--- src/rtl/csr_trap_seq_pkg.sv ---
`default_nettype none
// ============================================================================
// csr_trap_seq_pkg : shared constants and state type for the trap sequencer
// Rev 1.0
// ============================================================================
package csr_trap_seq_pkg;

    localparam logic [11:0] CSR_MSTATUS = 12'h300;
    localparam logic [11:0] CSR_MTVEC   = 12'h305;
    localparam logic [11:0] CSR_MEPC    = 12'h341;
    localparam logic [11:0] CSR_MCAUSE  = 12'h342;

    localparam int          CAUSE_W          = 4;
    localparam logic [3:0]  CAUSE_ILLEGAL    = 4'd2;
    localparam logic [3:0]  CAUSE_BREAKPOINT = 4'd3;
    localparam logic [3:0]  CAUSE_ECALL_M    = 4'd11;

    localparam int          MSTATUS_MIE    = 3;
    localparam int          MSTATUS_MPIE   = 7;
    localparam int          MSTATUS_MPP_LO = 11;
    localparam int          MSTATUS_MPP_HI = 12;

    localparam logic [1:0]  CTR_NONE = 2'b00;
    localparam logic [1:0]  CTR_W1   = 2'b10;
    localparam logic [1:0]  CTR_W12  = 2'b11;

    typedef enum logic [2:0] {
        S_IDLE   = 3'd0,
        S_T_SAVE = 3'd1,
        S_T_STAT = 3'd2,
        S_T_VEC  = 3'd3,
        S_R_STAT = 3'd4,
        S_R_PC   = 3'd5
    } state_t;

endpackage
`default_nettype wire

--- src/rtl/csr_trap_mstatus_upd.sv ---
`default_nettype none
// ============================================================================
// csr_trap_mstatus_upd : new mstatus value for trap entry or mret
// Rev 1.0
// ============================================================================
module csr_trap_mstatus_upd
    import csr_trap_seq_pkg::*;
(
    input  logic [31:0] rdata,
    input  logic        is_ret,
    output logic [31:0] mstatus_new
);

    always_comb begin
        mstatus_new = rdata;
        if (is_ret) begin
            mstatus_new[MSTATUS_MIE]  = rdata[MSTATUS_MPIE];
            mstatus_new[MSTATUS_MPIE] = 1'b1;
        end else begin
            mstatus_new[MSTATUS_MPIE] = rdata[MSTATUS_MIE];
            mstatus_new[MSTATUS_MIE]  = 1'b0;
        end
        // M-only hart: previous privilege is always machine mode
        mstatus_new[MSTATUS_MPP_HI:MSTATUS_MPP_LO] = 2'b11;
    end

endmodule
`default_nettype wire

--- src/rtl/csr_trap_seq.sv ---
`default_nettype none
// ============================================================================
// csr_trap_seq : multi-cycle trap entry / mret sequencer driving the CSR file
// Rev 1.0
// ============================================================================
module csr_trap_seq
    import csr_trap_seq_pkg::*;
#(
    parameter logic [11:0] ADDR_MSTATUS = CSR_MSTATUS,
    parameter logic [11:0] ADDR_MTVEC   = CSR_MTVEC,
    parameter logic [11:0] ADDR_MEPC    = CSR_MEPC,
    parameter logic [11:0] ADDR_MCAUSE  = CSR_MCAUSE
) (
    input  logic        clk,
    input  logic        rst,
    input  logic        evt_valid,
    input  logic        ecall,
    input  logic        ebreak,
    input  logic        illegal,
    input  logic        mret,
    input  logic [31:0] pc_cur,
    output logic [11:0] csr_raddr,
    input  logic [31:0] csr_rdata,
    output logic [11:0] csr_waddr1,
    output logic [31:0] csr_wdata1,
    output logic [11:0] csr_waddr2,
    output logic [31:0] csr_wdata2,
    output logic [1:0]  csr_ctr,
    output logic        stall,
    output logic        redirect_valid,
    output logic [31:0] pc_redirect
);

    state_t               state, state_nxt;
    logic [31:0]          pc_lat;
    logic [CAUSE_W-1:0]   cause_lat;
    logic [CAUSE_W-1:0]   cause_sel;
    logic                 trap_take;
    logic [31:0]          mstatus_new;
    logic                 unused_bits;

    // pc low bits are discarded when written to mepc
    assign unused_bits = ^pc_lat[1:0];

    csr_trap_mstatus_upd u_mstatus_upd (
        .rdata       (csr_rdata),
        .is_ret      (state == S_R_STAT),
        .mstatus_new (mstatus_new)
    );

    always_ff @(posedge clk or posedge rst) begin
        if (rst) begin
            state     <= S_IDLE;
            pc_lat    <= 32'd0;
            cause_lat <= '0;
        end else begin
            state <= state_nxt;
            if (trap_take) begin
                pc_lat    <= pc_cur;
                cause_lat <= cause_sel;
            end
        end
    end

    always_comb begin
        state_nxt      = state;
        trap_take      = 1'b0;
        cause_sel      = '0;
        csr_raddr      = 12'd0;
        csr_waddr1     = 12'd0;
        csr_wdata1     = 32'd0;
        csr_waddr2     = 12'd0;
        csr_wdata2     = 32'd0;
        csr_ctr        = CTR_NONE;
        stall          = 1'b0;
        redirect_valid = 1'b0;
        pc_redirect    = 32'd0;

        case (state)
            S_IDLE: begin
                // rst gating keeps every output quiet while reset is held
                if (!rst && evt_valid) begin
                    if (illegal) begin
                        trap_take = 1'b1;
                        cause_sel = CAUSE_ILLEGAL;
                    end else if (ecall) begin
                        trap_take = 1'b1;
                        cause_sel = CAUSE_ECALL_M;
                    end else if (ebreak) begin
                        trap_take = 1'b1;
                        cause_sel = CAUSE_BREAKPOINT;
                    end
                    if (trap_take) begin
                        state_nxt = S_T_SAVE;
                        stall     = 1'b1;
                    end else if (mret) begin
                        state_nxt = S_R_STAT;
                        stall     = 1'b1;
                    end
                end
            end
            S_T_SAVE: begin
                stall      = 1'b1;
                csr_ctr    = CTR_W12;
                csr_waddr1 = ADDR_MEPC;
                csr_wdata1 = {pc_lat[31:2], 2'b00};
                csr_waddr2 = ADDR_MCAUSE;
                csr_wdata2 = {{(32-CAUSE_W){1'b0}}, cause_lat};
                state_nxt  = S_T_STAT;
            end
            S_T_STAT: begin
                stall      = 1'b1;
                csr_raddr  = ADDR_MSTATUS;
                csr_ctr    = CTR_W1;
                csr_waddr1 = ADDR_MSTATUS;
                csr_wdata1 = mstatus_new;
                state_nxt  = S_T_VEC;
            end
            S_T_VEC: begin
                // vectored mode is ignored: exceptions always land on the base
                stall          = 1'b1;
                csr_raddr      = ADDR_MTVEC;
                redirect_valid = 1'b1;
                pc_redirect    = {csr_rdata[31:2], 2'b00};
                state_nxt      = S_IDLE;
            end
            S_R_STAT: begin
                stall      = 1'b1;
                csr_raddr  = ADDR_MSTATUS;
                csr_ctr    = CTR_W1;
                csr_waddr1 = ADDR_MSTATUS;
                csr_wdata1 = mstatus_new;
                state_nxt  = S_R_PC;
            end
            S_R_PC: begin
                stall          = 1'b1;
                csr_raddr      = ADDR_MEPC;
                redirect_valid = 1'b1;
                pc_redirect    = {csr_rdata[31:2], 2'b00};
                state_nxt      = S_IDLE;
            end
            default: begin
                state_nxt = S_IDLE;
            end
        endcase
    end

endmodule
`default_nettype wire

--- config.mk ---
export PLATFORM = sky130hd
export DESIGN_NAME = csr_trap_seq
export DESIGN_NICKNAME = d
export VERILOG_FILES = /design/src/rtl/csr_trap_seq_pkg.sv /design/src/rtl/csr_trap_mstatus_upd.sv /design/src/rtl/csr_trap_seq.sv
export SDC_FILE = /design/constraint.sdc
export NUM_CORES = 1
export LEC_CHECK = 0
export BUFFER_PORTS_ARGS = -buffer_cell sky130_fd_sc_hd__buf_2
export CORE_ASPECT_RATIO = 0.75
export CORE_MARGIN = 10
export CORE_UTILIZATION = 36
export DETAILED_ROUTE_END_ITERATION = 10
export PLACE_DENSITY = 0.84
export SETUP_SLACK_MARGIN = 0.05
export SYNTH_ARGS = -nofsm -noshare
export SYNTH_HDL_FRONTEND = slang
export SYNTH_SLANG_ARGS = --single-unit
--- constraint.sdc ---
create_clock -name clk -period 1.8 [get_ports clk]
set_clock_uncertainty 0.1 [all_clocks]
set_input_delay 0.09 -clock clk [delete_from_list [all_inputs] [get_ports clk]]
set_output_delay 0.09 -clock clk [all_outputs]
set_load 0.03 [all_outputs]
## Word-level counts from Yosys, hierarchy flattened

Index checks and enable logic that the tools add are counted.

| word-level totals | value |
|---|---|
| flip-flop bits (word level) | 39 |
| bits of input ports | 71 |
| output and inout port bits | 136 |
| word-level logic and storage cells | 47 |

| operators by class | value |
|---|---|
| equality and inequality tests | 7 |
| multiplexer cells | 30 |
| reduce and logical (&&, ||, !) cells | 7 |

Operators by type and width:

| operator | count |
|---|---|
| one-hot mux 32 bit (2 select lines) | 1 |
| 2-to-1 mux 32 bit | 1 |
| one-hot mux 10 bit (3 select lines) | 1 |
| 2-to-1 mux 4 bit | 5 |
| one-hot mux 10 bit (2 select lines) | 1 |
| 2-to-1 mux 1 bit | 13 |
| one-hot mux 3 bit (4 select lines) | 1 |
| 2-to-1 mux 10 bit | 1 |
| 2-to-1 mux 3 bit | 3 |
| == test 3 x 2 -> 1 bit (second input constant) | 2 |
| == test 3 bit (second input constant) | 2 |
| OR reduction 5 bit | 1 |
| one-hot mux 2 bit (2 select lines) | 1 |
| OR reduction 2 bit | 2 |
| == test 3 x 1 -> 1 bit (second input constant) | 1 |
| zero test 3 bit | 1 |
| != test 3 x 2 -> 1 bit (second input constant) | 1 |
| 2-to-1 mux 2 bit | 1 |
| != test 2 bit (second input constant) | 1 |
| one-hot mux 1 bit (2 select lines) | 1 |
| AND reduction 2 bit | 1 |
| logical AND 1 bit | 1 |
| zero test 1 bit | 1 |

## Logic depth before layout (Yosys ltp)

| logic depth | value |
|---|---|
| word-level depth | 8 |
| mapped depth | 6 |

## Modules after synthesis

A second synthesis with hierarchy kept.

| second synthesis, totals | value |
|---|---|
| cell total of the unflattened synthesis | 280 |
| area total of the unflattened synthesis | 2876.5 µm² |

By module, submodules not included:

| module | times used | cells an instance | area each (µm²) | seq. area each (µm²) |
|---|---|---|---|---|
| csr_trap_seq | 1 | 247 | 2633.8 | 900.9 |
| csr_trap_mstatus_upd | 1 | 33 | 242.7 | 0.0 |

## Worst setup path after synthesis

No wires, ideal clock.

| timing path | value |
|---|---|
| path kind | reg2out |
| start | reg state[0] |
| end | out csr_waddr2[6] |
| arrival time | 2010 ps |
| required time | 1610 ps |
| path slack | -400 ps |
| stages on the path, launching flop included | 5 |
| cells stage by stage | dfrtp_1 clkbuf_1 clkbuf_1 nor3b_1 buf_4 |

| between the ends | value |
|---|---|
| word-level cells in the longest chain between the ends | 2 |

RTL lines:

| item | line | text |
|---|---|---|
| from (decl) | csr_trap_seq.sv:34 | `state_t state, state_nxt;` |
| from (signal assigned) | csr_trap_seq.sv:57 | `state <= state_nxt;` |
| == test 3 x 1 -> 1 bit | csr_trap_seq.sv:79 | `case (state)` |
| 2-to-1 mux 10 bit | csr_trap_seq.sv:79 |  |
| to (decl) | csr_trap_seq.sv:26 | `output logic [11:0] csr_waddr2,` |

No other way between the ends.

## Worst setup path in the final report

| timing path | value |
|---|---|
| start | reg state[1] |
| end | out csr_wdata1[22] |

| between the ends | value |
|---|---|
| word-level cells in the longest chain between the ends | 3 |
| elaborated cells between the ends (all ways) | 5 |
| those cells by class | 3 x eq/ne; 1 x mux; 1 x reduce/logical |

RTL lines:

| item | line | text |
|---|---|---|
| == test 3 x 2 -> 1 bit or == test 3 bit (tied branches) | csr_trap_seq.sv:79 |  |
| OR reduction 2 bit (no source line) | -- |  |
| one-hot mux 32 bit (2 select lines) (*) | csr_trap_seq.sv:79 |  |
| to (decl) | csr_trap_seq.sv:25 | `output logic [31:0] csr_wdata1,` |

Mark *: on every way between the ends. The rest lies on a longest branch, timed or not.

==> metrics.md <==
| Metric | Value |
|---|---|
| Most common cell on crit path | `buf_4` |
| Worst-Margin Slew | `0.508 ns` |
| Mapped Area | `2670 µm²` |
| I/O pins | `207` |
| Crit path max-delay family | `buffers and inverters` |
| Vias post-DR | `2646` |
| Post-Place Worst Slack | `0.0749 ns` |
| Main combinational cell family by area after synthesis | `buffers and inverters` |
| Crit path max-delay cell type | `dfrtp_2` |
| Worst Path Max Fanout | `9` |
| Startpoint Class | `flip-flop` |
| Row count | `27` |
| Final WS setup | `-0.108 ns` |
| Crit Reg-Reg Startpoint | `state[1]$_DFFE_PP0P_` |
| Number of detailed-route iterations in the first pass | `4` |
| Clock sinks | `36` |
| Mapped Cells | `253` |
| Synth Area in Compound Gates | `12.0%` |
| Global-route met3 utilization | `6.50%` |
| Slowest stage delay, CP | `0.47 ns` |
| Ys Warns | `0` |
| Adder-Cell Fraction of Synth Area | `0%` |
| Post-DRT Antenna Nets | `0` |
| CP bufs+invs | `3` |
| Met2 GRT Util | `32.4%` |
| GR Overflow Total | `0` |
| Leak | `0.00241 µW` |
| Crit. Startpoint | `state[1]$_DFFE_PP0P_` |
| Root Buffer Master | `clkbuf_8` |
| Setup TNS | `-3.55 ns` |
| Clock transition at path regs | `0.08 ns` |
| Die area | `11300 µm²` |
| Crit-path cells | `nor3b_4, buf_4, buf_4, a22o_1, buf_6` |
| Starting Density | `36.7%` |
| VDD IR-drop max | `892 µV` |
| Flip-flop and latch area | `905 µm²` |
| Mean cell area of the mapped netlist | `10.5 µm²` |
| Total Routed Length | `12200 µm` |
| Max clock buf depth | `2` |
| Ant diodes | `0` |
| RSZ-0062 raised after global routing | `true` |
| Kind of critical path | `flip-flop to output port` |
| Fill cells | `554` |
| Final setup vio count | `59` |
| Initial antenna violation count | `0` |
| Most common cell after layout, fill and taps aside | `buf_6` |
| Top cell type by total area after synthesis | `dfrtp_1` |
| Number of global-route vias before repair | `2734` |
| CTS tree | `done` |
| Failing checks | `setup timing` |
| Min Tclk post-route | `1.91 ns` |
| Achievable frequency | `524 MHz` |
| Worst path required time | `1.61 ns` |
| Gr usage total | `17.0%` |
| Post-Synth XOR/XNOR Area | `0.657%` |
| Initial drt markers | `189` |
| Port Buffer Count | `150` |
| Met1 Use GR | `17.9%` |
| Die Y-Extent | `94.5 µm` |
| First-pass GRT wire length | `15500 µm` |
| Residual DRC | `0` |
| Hold_sp | `illegal` |
| Core ar. | `7260 µm²` |
| Mux cell area share after synthesis | `16.6%` |
| GR peak layer | `met2` |
| Worst-Skew Late Latency | `0.28 ns` |
| Layout cells sized above 1 | `57.9%` |
| Via/cell ratio | `4.75` |
| Cts bufs inserted | `5` |
| Worst hold path class | `input port to flip-flop` |
| Period utilization | `106%` |
| Simple-gate share of the synthesized area | `13.7%` |
| Hold slack | `0.0310 ns` |
| Largest net degree at the start of global routing | `37` |
| Final Wtd Congestion | `0.787` |
| Area grow syn2layout | `76.0%` |
| PD cells | `1890 nW/µm²` |
| Yosys cell types | `35` |
| Nets | `526` |
| Most frequent cells in the layout | `buf_6 (85), buf_2 (75), conb_1 (54)` |
| Hpwl dp | `6910 µm` |
| Area of the multi-input gates | `1510 µm²` |
| Relative slew margins | `66.1%` |
| Die span in x | `119 µm` |
| Final Hold Viols | `0` |
| CP Data Arrival Time | `1.72 ns` |
| Max Cap Viol | `0` |
| Sequential-to-total area share from yosys stat | `33.8%` |
| Status | `finished, violations left` |
| DR WL/cell | `21.8 µm` |
| Flops & latches, synth | `36` |
| CP endpoint kind | `output port` |
| Number of H-tree levels | `2` |
| Core Util, Final | `64.6%` |
| Max Slew Vio Count | `0` |
| Area contributors post-synth | `dfrtp_1 (34%), buf_4 (17%), mux2_4 (16%)` |
| Yosys top cell area share | `33.8%` |
==> synthesized netlist by cell type (all sizes together) <==
cell and count:
xor2 1, dfrtp 36, a31oi 3, conb 1, a22oi 1, xnor2 1, inv 2, nand2 4
nand4b 1, and3b 1, nor2b 2, nor2 3, clkbuf 12, or3 1, a22o 26, o21ai 4
or2 2, buf 72, a21o 2, nor3 3, nand3b 1, and2 7, mux2 30, o22a 1
o21a 1, a211oi 2, and3 31, nor3b 2
==> layout make-up <==
| cell class | count | share of cell area, % |
|---|---|---|
| timing repair buffer | 226 | 43.7 |
| multi-input combinational | 184 | 32.3 |
| sequential | 36 | 19.3 |
| tap | 101 | 2.69 |
| clock buffer | 8 | 1.92 |
| inverter | 2 | 0.160 |
==> layer usage <==
metal	part of all wire, %	vias to the layer above
li1	-	1180
met1	38	1314
met2	53	144
met3	8.5	8
met4	0.78	0
met5	0	-
==> flip-flops by register name, indices dropped and copies added (netlist names) <==
name	flops
cause_lat	3
pc_lat	30
state	3
==> per-stage QoR <==
step	total power, µW	instances	cell area [µm²]
floorplan	5020	306	2880
global placement	6030	492	3330
detailed placement	6110	492	3330
CTS	7800	544	4130
global route	9280	557	4690
finish	8890	557	4690
==> power by group <==
part	internal (µW)	total, µW	switching [µW]
Combinational	3240	6790	3550
Clock	313	608	295
Sequential	1210	1490	281
Total	4760	8890	4120
==> kinds of logic after synthesis <==
kind of cell,after synthesis
other,1
XOR/XNOR,2
AND/OR/NAND/NOR,58
buffers and inverters,86
multiplexers,30
AO/OA/AOI/OAI,40
flip-flops,36
==> worst reg2reg max path: stages, from the launching register on <==
cell and delay (ns):
dfrtp_2 0.47, buf_6 0.15, nor3_4 0.18, and3_4 0.29
clkbuf_16 0.19, mux2_4 0.30
==> final timing paths <==
check	slack, ns	to	depth (start not counted)
worst max-delay path	-0.11	csr_wdata1[22]	5
min in group asynchronous	0.41	cause_lat[0]$_DFFE_PP0P_	4
worst min-delay path	0.03	cause_lat[3]$_DFFE_PP0P_	3
worst min register to register	0.40	cause_lat[1]$_DFFE_PP0P_	1
worst max register to register	0	pc_lat[22]$_DFFE_PP0P_	5
max in group asynchronous	0.82	state[2]$_DFFE_PP0P_	4
==> what timing repair did <==
action | 4_1_cts | 5_1_grt
endpoints found under the setup margin | 71 | 110
setup buffers | 7 | 9
hold buffers | 33 | 0
endpoints found under the hold margin | 68 | 0
resized for setup | 90 | 164
pin swaps | 4 | 15
cloned | 4 | 7
Note: power is estimated with default switching activity, not from simulation.
